[config.mk]
export PLATFORM = sky130hd
export DESIGN_NAME = muldiv_ctrl
export DESIGN_NICKNAME = d
export VERILOG_FILES = /design/src/rtl/muldiv_ctrl.sv
export SDC_FILE = /design/constraint.sdc
export NUM_CORES = 1
export LEC_CHECK = 0
export CAP_MARGIN = 15
export CORE_UTILIZATION = 49
export DETAILED_ROUTE_END_ITERATION = 10
export PLACE_DENSITY = 0.71
export SLEW_MARGIN = 15
export SYNTH_ARGS = -nofsm -noshare
export SYNTH_HDL_FRONTEND = slang
export SYNTH_SLANG_ARGS = --single-unit
[constraint.sdc]
create_clock -name clk -period 9.6 [get_ports clk]
set_input_delay 0.96 -clock clk [delete_from_list [all_inputs] [get_ports clk]]
set_output_delay 0.96 -clock clk [all_outputs]
set_load 0.01 [all_outputs]
[src/rtl/muldiv_ctrl.sv]
// Iterative 32-bit multiply/divide unit with architectural HI/LO registers.
// One shift-add or restoring shift-subtract step per cycle, then a sign-fix cycle.
module muldiv_ctrl (
    input  logic        clk,
    input  logic        rst_n,
    input  logic        start,
    input  logic [1:0]  op,
    input  logic [31:0] rs,
    input  logic [31:0] rt,
    input  logic        flush,
    input  logic        mthi,
    input  logic        mtlo,
    input  logic [31:0] wdata,
    output logic        busy,
    output logic        done,
    output logic [31:0] hi,
    output logic [31:0] lo
);

    typedef enum logic [1:0] {
        IDLE = 2'd0,
        RUN  = 2'd1,
        FIX  = 2'd2
    } state_t;

    state_t      state_r;
    logic        is_div_r;
    logic        neg_a_r;
    logic        neg_b_r;
    logic        b_zero_r;
    logic [31:0] opnd_r;
    logic [31:0] acc_hi_r;
    logic [31:0] acc_lo_r;
    logic [5:0]  cnt_r;
    logic        done_r;
    logic [31:0] hi_r;
    logic [31:0] lo_r;

    logic [32:0] add_s;
    logic [32:0] shl_s;
    logic [31:0] it_hi_s;
    logic [31:0] it_lo_s;
    logic [63:0] prod_s;
    logic [31:0] fix_hi_s;
    logic [31:0] fix_lo_s;
    logic [31:0] mag_rs_s;
    logic [31:0] mag_rt_s;

    function automatic logic [31:0] mag32(input logic [31:0] v, input logic sgn);
        logic [31:0] r;
        if (sgn && v[31]) begin
            r = 32'd0 - v;
        end else begin
            r = v;
        end
        return r;
    endfunction

    assign busy = (state_r != IDLE);
    assign done = done_r;
    assign hi   = hi_r;
    assign lo   = lo_r;

    // Operand magnitudes, one iteration step, and the final sign correction
    always_comb begin
        mag_rs_s = mag32(rs, op[0]);
        mag_rt_s = mag32(rt, op[0]);
        add_s    = {1'b0, acc_hi_r} + (acc_lo_r[0] ? {1'b0, opnd_r} : 33'd0);
        shl_s    = {acc_hi_r, acc_lo_r[31]};
        if (is_div_r) begin
            // acc_hi holds the partial remainder, acc_lo shifts dividend out and quotient in
            if (shl_s >= {1'b0, opnd_r}) begin
                it_hi_s = shl_s[31:0] - opnd_r;
                it_lo_s = {acc_lo_r[30:0], 1'b1};
            end else begin
                it_hi_s = shl_s[31:0];
                it_lo_s = {acc_lo_r[30:0], 1'b0};
            end
        end else begin
            it_hi_s = add_s[32:1];
            it_lo_s = {add_s[0], acc_lo_r[31:1]};
        end

        if (neg_a_r ^ neg_b_r) begin
            prod_s = 64'd0 - {acc_hi_r, acc_lo_r};
        end else begin
            prod_s = {acc_hi_r, acc_lo_r};
        end

        if (is_div_r) begin
            fix_hi_s = neg_a_r ? (32'd0 - acc_hi_r) : acc_hi_r;
            if (b_zero_r) begin
                fix_lo_s = 32'hFFFF_FFFF;
            end else begin
                fix_lo_s = prod_s[31:0];
            end
        end else begin
            fix_hi_s = prod_s[63:32];
            fix_lo_s = prod_s[31:0];
        end
    end

    // Control FSM, iteration datapath and HI/LO architectural registers
    always_ff @(posedge clk) begin
        if (!rst_n) begin
            state_r  <= IDLE;
            is_div_r <= 1'b0;
            neg_a_r  <= 1'b0;
            neg_b_r  <= 1'b0;
            b_zero_r <= 1'b0;
            opnd_r   <= 32'd0;
            acc_hi_r <= 32'd0;
            acc_lo_r <= 32'd0;
            cnt_r    <= 6'd0;
            done_r   <= 1'b0;
            hi_r     <= 32'd0;
            lo_r     <= 32'd0;
        end else begin
            done_r <= 1'b0;
            case (state_r)
                IDLE: begin
                    if (start && !flush) begin
                        is_div_r <= op[1];
                        neg_a_r  <= op[0] & rs[31];
                        neg_b_r  <= op[0] & rt[31];
                        b_zero_r <= (rt == 32'd0);
                        opnd_r   <= op[1] ? mag_rt_s : mag_rs_s;
                        acc_hi_r <= 32'd0;
                        acc_lo_r <= op[1] ? mag_rs_s : mag_rt_s;
                        cnt_r    <= 6'd0;
                        state_r  <= RUN;
                    end else begin
                        if (mthi) begin
                            hi_r <= wdata;
                        end
                        if (mtlo) begin
                            lo_r <= wdata;
                        end
                    end
                end
                RUN: begin
                    if (flush) begin
                        state_r <= IDLE;
                    end else begin
                        acc_hi_r <= it_hi_s;
                        acc_lo_r <= it_lo_s;
                        cnt_r    <= cnt_r + 6'd1;
                        if (cnt_r == 6'd31) begin
                            state_r <= FIX;
                        end
                    end
                end
                FIX: begin
                    if (!flush) begin
                        hi_r   <= fix_hi_s;
                        lo_r   <= fix_lo_s;
                        done_r <= 1'b1;
                    end
                    state_r <= IDLE;
                end
                default: begin
                    state_r <= IDLE;
                end
            endcase
        end
    end

endmodule

==> results of run 1 <==
## flip-flops by register name (all words and copies together) (netlist names), 2 cells and up
| register | count |
|---|---|
| state_r | 2 |
| acc_lo_r | 32 |
| acc_hi_r | 32 |
| opnd_r | 32 |
| lo | 32 |
| hi | 32 |
| cnt_r | 6 |
## synthesized netlist by cell type, types with 4 or more instances
cell type | n | area share
a211o_1 | 8 | 0.0048
a211oi_1 | 48 | 0.024
a21o_1 | 34 | 0.017
a21oi_1 | 207 | 0.070
a22o_1 | 6 | 0.0036
a22oi_1 | 12 | 0.0061
a311oi_1 | 8 | 0.0048
a31oi_1 | 14 | 0.0059
a32oi_1 | 7 | 0.0042
a41oi_1 | 4 | 0.0024
and2_1 | 14 | 0.0059
and3_1 | 11 | 0.0047
buf_1 | 9 | 0.0023
buf_2 | 9 | 0.0031
clkbuf_1 | 112 | 0.029
dfxtp_1 | 173 | 0.24
ha_1 | 69 | 0.059
inv_1 | 74 | 0.019
mux2_2 | 10 | 0.0076
mux2i_1 | 45 | 0.031
nand2_1 | 231 | 0.059
nand2b_1 | 25 | 0.011
nand3_1 | 36 | 0.012
nand4_1 | 15 | 0.0064
nor2_1 | 228 | 0.058
nor2b_1 | 12 | 0.0051
nor3_1 | 44 | 0.015
nor4_1 | 19 | 0.0081
o211ai_1 | 37 | 0.019
o21a_1 | 11 | 0.0056
o21ai_0 | 165 | 0.056
o21bai_1 | 5 | 0.0026
o221ai_1 | 33 | 0.020
o22ai_1 | 5 | 0.0021
o31ai_1 | 17 | 0.0087
o41ai_1 | 10 | 0.0059
or2_2 | 14 | 0.0059
or3_1 | 22 | 0.0093
or4_1 | 9 | 0.0046
xnor2_1 | 82 | 0.049
xor2_1 | 94 | 0.056
## power by group
part	switching, mW	internal (mW)
registers	0.0478	0.756
clock network	0.343	0.374
logic	0.356	0.247
## how the worst min path moves through the flow
| stage | startpoint | to | slack, ns |
|---|---|---|---|
| detailed placement | lo[27] | lo[27] | 0.44 |
| floorplan | cnt_r[5] | state_r[1] | 0.43 |
| finish | hi[27] | hi[27] | 0.45 |
| CTS | lo[27] | lo[27] | 0.45 |
| global placement | hi[27] | hi[27] | 0.43 |
| global route | lo[19] | lo[19] | 0.46 |
## per-layer routing
layer  vias up  global-route usage
li1       7530                   -
met1      7581               0.470
met2       822               0.547
met3       117              0.0485
met4         0               0.157
met5         -                   0
## cell type report
cell class | instances | area, um^2 | area share
Multi-Input combinational cell | 1667 | 10500 | 0.609
Clock inverter | 14 | 148 | 0.00859
Tap cell | 390 | 488 | 0.0284
Inverter | 76 | 285 | 0.0166
Sequential cell | 173 | 3470 | 0.202
Clock buffer | 18 | 439 | 0.0256
Timing Repair Buffer | 195 | 1880 | 0.110
## logic make-up after synthesis
family	share of synthesized area
flops	0.235
fa+ha+maj	0.0614
simple gates	0.223
buf+inv	0.0548
xor+xnor	0.105
compound gates	0.283
mux	0.0382
## worst max-delay path: stages (launching register included)
cell and delay (ns):
dfxtp_1 0.42, inv_1 0.45, buf_4 0.35, nor2_1 0.08, ha_1 0.32, nand2b_1 0.14, a21oi_1 0.16, o21bai_1 0.23
o221ai_1 0.31, a311oi_2 0.51, o21ai_0 0.15, a311o_1 0.42, a211oi_2 0.27, xor2_1 0.18, o221ai_1 0.12
==> results.cfg, run 1 <==
[clocking]
cts.hold.buffers_added = 0
cts_sinks = 173
clockBufferDepth = 2
cts_buffers = 17
post_cts_resize_count = 0
cts.htree.levels = 4
path_clk_slew_ns = 0.08
cts_setup_buffers = 0
root_buffer = clkbuf_16
cts_tree = done
clock_latency_ns = 0.46

[yosys]
synth.distinct_cells = 82
synth.avg_cell_area_um2 = 7.19
synth_seq_area_share = 0.235
synth_warnings = 0
synth-seq-cells = 173
synth-edff-count = 0
synth_ff_type = dfxtp_1
synthesis.area_um2 = 14700
async_flop_share = 0
syn_inst = 2048
syn_nets = 2223

[final_layout]
layout-drive-gt1-share = 0.0518
antenna_cells = 0
final_cells = 2533
final_common_cell = nand2_1
fin_util = 0.581
areaGrowthSynthToFinish_pct = 16.7
mostFrequentLayoutCells = nand2_1 (231), nor2_1 (224), a21oi_1 (207)
fin_area_um2 = 17200
nFillCells = 2814
num-nets-final = 2305

[floorplanning]
die_x_um = 175
die_y_um = 175
start_util = 0.498
top_level_ports = 170
core_um2 = 29600
num_rows = 63
die-area_um2 = 30700

[route]
drt-initial-drc-count = 1822
highest_layer = met4
finalWirelength_um = 54100
wl_met2_um = 24400
wl_met3_um = 4340
ant_nets = 0
avgViaCountPerCell = 6.34
first_pass_iters = 6
drt-met1-wl_um = 23100
num_vias = 16100
routedWlPerCell_um = 21.4
drc = 0

[sta]
slew_headroom = 0.333
layout_min_cycle_time_ns = 4.25
rsz0062_at_grt = no
drv_slew = 0
setup_ws_ns = 5.35
timing.hold.ws_ns = 0.448
finalSetupTns_ns = 0
setup_viol = 0
fmax_mhz = 235
finalHoldViolCount = 0
worst_pin_slew_ns = 0.993
period_share = 0.443
fin_skew_ns = 0.0153

[global_route]
grtUsageTotal = 0.347
first_global_vias = 14900
grt_pass1_wl_um = 83100
antenna_found_initial = 1
grt-ovfl-total = 0
grt_max_degree = 76

[power_and_ir_drop]
vdd_drop_max_mv = 0.148
p_leak_nw = 6.78
p_total_mw = 2.12
pwr_density_cell_nw_per_um2 = 124

[min_path]
hold_class = register to register
hold_depth = 2

[setup_path]
crit_arrival_ns = 4.57
reg2reg_from = acc_lo_r[0]
cp-end-kind = register
required_ns = 9.92
ff2ff_setup_slack_ns = 5.35
r2r.worst_path.cells = 14
crit_path_start = acc_lo_r[0]
r2r-end = acc_hi_r[27]
critPathMaxFanout = 17
start_kind = register
crit_path_end = acc_hi_r[27]
crit_type = register to register

[place]
dp_cells = 2501
placed_area_um2 = 16600
place_ws_ns = 5.46
routabilityCongestion = 1.02
numPortBuffers = 169
hpwl_um = 41600

[job]
maxCapViolCount = 0

[run_status]
status = completed
Power figures use the tool's default switching activity.
==> run 2, diff against run 1 <==
PLACE_DENSITY = 0.74   (was 0.71)
clock period = 3.65 ns   (was 9.6 ns; I/O delays follow)
==> results.cfg, run 2 (synthesis results as in run 1) <==
[route]
wl_met2_um = 25000
drc = 0
drt-met1-wl_um = 23900
first_pass_iters = 6
avgViaCountPerCell = 6.28
drt-initial-drc-count = 1897
num_vias = 16300
finalWirelength_um = 55800
wl_met3_um = 4700
highest_layer = met4
routedWlPerCell_um = 21.5
ant_nets = 0

[power_and_ir_drop]
pwr_density_cell_nw_per_um2 = 317
p_leak_nw = 7.11
seqPwrFrac = 0.373
p_switching_mw = 1.99
vdd_drop_max_mv = 0.315
power_frac_comb = 0.301
clkPwrFrac = 0.326
switching_share = 0.355
p_int_mw = 3.61

[clocking]
path_clk_slew_ns = 0.08
clockBufferDepth = 2
clock_latency_ns = 0.45
cts_setup_buffers = 0
cts_buffers = 17
root_buffer = clkbuf_16
cts.htree.levels = 4
cts_sinks = 173
cts_tree = done

[job]
maxCapViolCount = 0

[setup_path]
cp_cell_sequence = inv_2, buf_4, nor2_1, ha_1, a21o_1, a211o_1, o21bai_1, o221ai_2, a311oi_2, o21ai_0, a311o_1, a211oi_2, xor2_1, o221ai_1
cp-end-kind = register
cp_slowest_cell = a311o_1
crit_arrival_ns = 3.79
critPathMaxFanout = 8
crit_buf_inv = 2
crit_type = register to register
cp_top_family = compound AO/OA/AOI/OAI gates
critical_path.max_stage_delay_ns = 0.44
required_ns = 3.97
start_kind = register

[floorplanning]
num_rows = 63
core_um2 = 29600
die_x_um = 175
die_y_um = 175
top_level_ports = 170
die-area_um2 = 30700
start_util = 0.498

[final_layout]
antenna_cells = 0
areaGrowthSynthToFinish_pct = 19.9
final_common_cell = nand2_1
num-nets-final = 2370
fin_util = 0.597
mostFrequentLayoutCells = nand2_1 (231), nor2_1 (225), a21oi_1 (206)
nFillCells = 2812
layout-drive-gt1-share = 0.0802
fin_area_um2 = 17600

[sta]
fmax_mhz = 288
worst_pin_slew_ns = 0.936
setup_ws_ns = 0.182
drv_slew = 0
finalHoldViolCount = 0
setup_viol = 0
fin_skew_ns = 0.0120
layout_min_cycle_time_ns = 3.47
period_share = 0.950
slew_headroom = 0.376

[place]
hpwl_um = 44200
numPortBuffers = 169
placed_area_um2 = 17100
place_ws_ns = 0.143
routabilityCongestion = 0.974

[run_status]
status = completed

[global_route]
grt_max_degree = 75
first_global_vias = 15000
grt_pass1_wl_um = 85400
antenna_found_initial = 0
grt-ovfl-total = 0
grtUsageTotal = 0.357

[min_path]
hold_class = register to register
## run 2: cell types whose count changed in the layout (fill, tap and decap cells not counted), sizes merged
cell and delta:
clkbuf +2, clkinv +2, inv -2, bufinv -1, buf +65, clkinvlp -1
## run 2: through the flow
stage	TNS [ns]	total power [mW]	hold slack, ns	std cells
global placement	0	3.75	0.435	2566
floorplan	0	3.11	0.430	2048
detailed placement	0	3.77	0.445	2566
global route	-0.0270	5.81	0.478	2598
CTS	0	5.56	0.455	2598
finish	0	5.60	0.451	2598
## run 2: worst min-delay path: cells and delay by family (launching register included)
kind | cells | cell delay, ns
compound gates | 1 | 0.05
simple gates | 1 | 0.04
flops | 1 | 0.32
## run 2: repair_timing
item                                    4_1_cts  5_1_grt
endpoints found under the setup margin        0        7
gates resized for setup                       0        3
hold buffers                                  0        0
## run 2: cell type report
type	count	area (um^2)	area share
inverter	76	285	0.0162
timing repair buffer	260	2370	0.134
clock buffer	20	457	0.0259
sequential	173	3470	0.196
tap	390	488	0.0276
multi-input combinational	1667	10500	0.594
clock inverter	12	105	0.00595
## run 2: layer usage
metal,vias up,global-route usage
li1,7654,-
met2,849,0.563
met5,-,0
met4,0,0.148
met1,7701,0.485
met3,118,0.0519
## run 2: worst paths after layout
| path | cells after the start | endpoint | slack [ns] | startpoint |
|---|---|---|---|---|
| max | 14 | acc_hi_r[27] | 0.18 | acc_lo_r[0] |
| max reg2reg | 14 | acc_hi_r[27] | 0.18 | acc_lo_r[0] |
| min reg2reg | 2 | hi[24] | 0.45 | hi[24] |
| min | 2 | hi[24] | 0.45 | hi[24] |
## run 2: power groups by stage
stage                     Clock (mW)  Combinational, mW  Sequential (mW)
after CTS                       1.82               1.65             2.09
after floorplan                    0              0.997             2.11
after detailed placement           0               1.64             2.13
after global routing            1.90               1.81             2.10
after global placement             0               1.63             2.12
final                           1.83               1.68             2.09
==> run 3, diff against run 2 <==
CORE_UTILIZATION = 52   (was 49)
PLACE_DENSITY = 0.78   (was 0.74)
==> results.cfg, run 3 (synthesis results as in run 1) <==
[final_layout]
nFillCells = 2563
final_common_cell = nand2_1
areaGrowthSynthToFinish_pct = 20.1
mostFrequentLayoutCells = nand2_1 (231), nor2_1 (226), a21oi_1 (207)
antenna_cells = 0
num-nets-final = 2371
layout-drive-gt1-share = 0.0806

[global_route]
antenna_found_initial = 0
first_global_vias = 15400
grt-ovfl-total = 0
grtUsageTotal = 0.389
grt_max_degree = 75
grt_pass1_wl_um = 86700

[floorplanning]
die_x_um = 170
num_rows = 61
start_util = 0.530
die_y_um = 170
die-area_um2 = 29000
top_level_ports = 170
core_um2 = 27800

[place]
place_ws_ns = 0.0818
hpwl_um = 44500
routabilityCongestion = 0.971
numPortBuffers = 169

[setup_path]
crit_type = register to register
start_kind = register
critPathMaxFanout = 11
crit_arrival_ns = 3.87
cp-end-kind = register
required_ns = 3.98

[sta]
finalHoldViolCount = 0
worst_pin_slew_ns = 0.877
drv_slew = 0
finalSetupTns_ns = 0
setup_viol = 0
layout_min_cycle_time_ns = 3.54
fmax_mhz = 283
slew_headroom = 0.414
period_share = 0.969
rsz0062_at_grt = no
fin_skew_ns = 0.0175
setup_ws_ns = 0.113

[route]
drc = 0
finalWirelength_um = 56800
ant_nets = 0
drt-initial-drc-count = 1802
num_vias = 16400
first_pass_iters = 5
routedWlPerCell_um = 21.9
avgViaCountPerCell = 6.35

[power_and_ir_drop]
vdd_drop_max_mv = 0.353
pwr_density_cell_nw_per_um2 = 323
p_total_mw = 5.72
p_leak_nw = 7.14

[clocking]
path_clk_slew_ns = 0.08
root_buffer = clkbuf_16
clockBufferDepth = 2
clock_latency_ns = 0.46
cts_sinks = 173
cts.htree.levels = 4
cts_buffers = 17
cts_tree = done

[job]
maxCapViolCount = 0

[run_status]
status = completed

[min_path]
hold_class = register to register
[run 3: repair_timing]
item / CTS / global route
buffers inserted: 0 / 2
endpoints found under the hold margin: 0 / 0
hold buffers: 0 / 0
setup endpoints to repair: 0 / 4
gates resized for setup: 0 / 3
[run 3: path summary, 6_finish.rpt]
| path | startpoint | endpoint | slack, ns | cells past startpoint |
|---|---|---|---|---|
| worst min register to register | hi[27] | hi[27] | 0.44 | 2 |
| worst max-delay path | acc_lo_r[0] | acc_hi_r[27] | 0.11 | 14 |
| worst max register to register | acc_lo_r[0] | acc_hi_r[27] | 0.11 | 14 |
| worst min-delay path | hi[27] | hi[27] | 0.44 | 2 |
[run 3: power by group]
group	total, mW	switching, mW	internal, mW
registers	2.09	0.103	1.99
clock network	1.93	0.947	0.980
logic	1.70	1.00	0.696
total	5.72	2.05	3.66
[run 3: final cells by class]
class	count	area [um^2]	share of cell area
clock inverter	15	171	0.00969
timing repair buffer	261	2390	0.135
tap	378	473	0.0267
multi-input combinational	1667	10500	0.592
sequential	173	3470	0.196
clock buffer	17	425	0.0241
inverter	76	285	0.0161
[run 3: stage by stage]
step / utilization / hold slack [ns] / instance area (um^2) / instances
finish: 0.637 / 0.439 / 17700 / 2587
global route: 0.637 / 0.475 / 17700 / 2587
CTS: 0.636 / 0.443 / 17700 / 2585
detailed placement: 0.614 / 0.432 / 17100 / 2553
global placement: 0.614 / 0.433 / 17100 / 2553
floorplan: - / 0.430 / 14700 / 2048
[run 3: worst max-delay path, cell delays in order (launching register included)]
cell       delay (ns)
dfxtp_1          0.36
inv_2            0.08
buf_4            0.17
buf_4            0.18
nor2_1           0.16
ha_1             0.32
o2111ai_1        0.13
o21bai_1         0.18
o221ai_1         0.23
a311oi_2         0.43
o21ai_0          0.17
a311o_1          0.41
a211oi_2         0.30
xor2_1           0.17
o221ai_1         0.13
[run 3: per-layer routing]
metal | routed length [um] | track usage | vias to the layer above
li1 | - | - | 7649
met1 | 23300 | 0.508 | 7697
met2 | 25200 | 0.613 | 914
met3 | 5260 | 0.0635 | 168
met4 | 2980 | 0.203 | 0
met5 | 0 | 0 | -
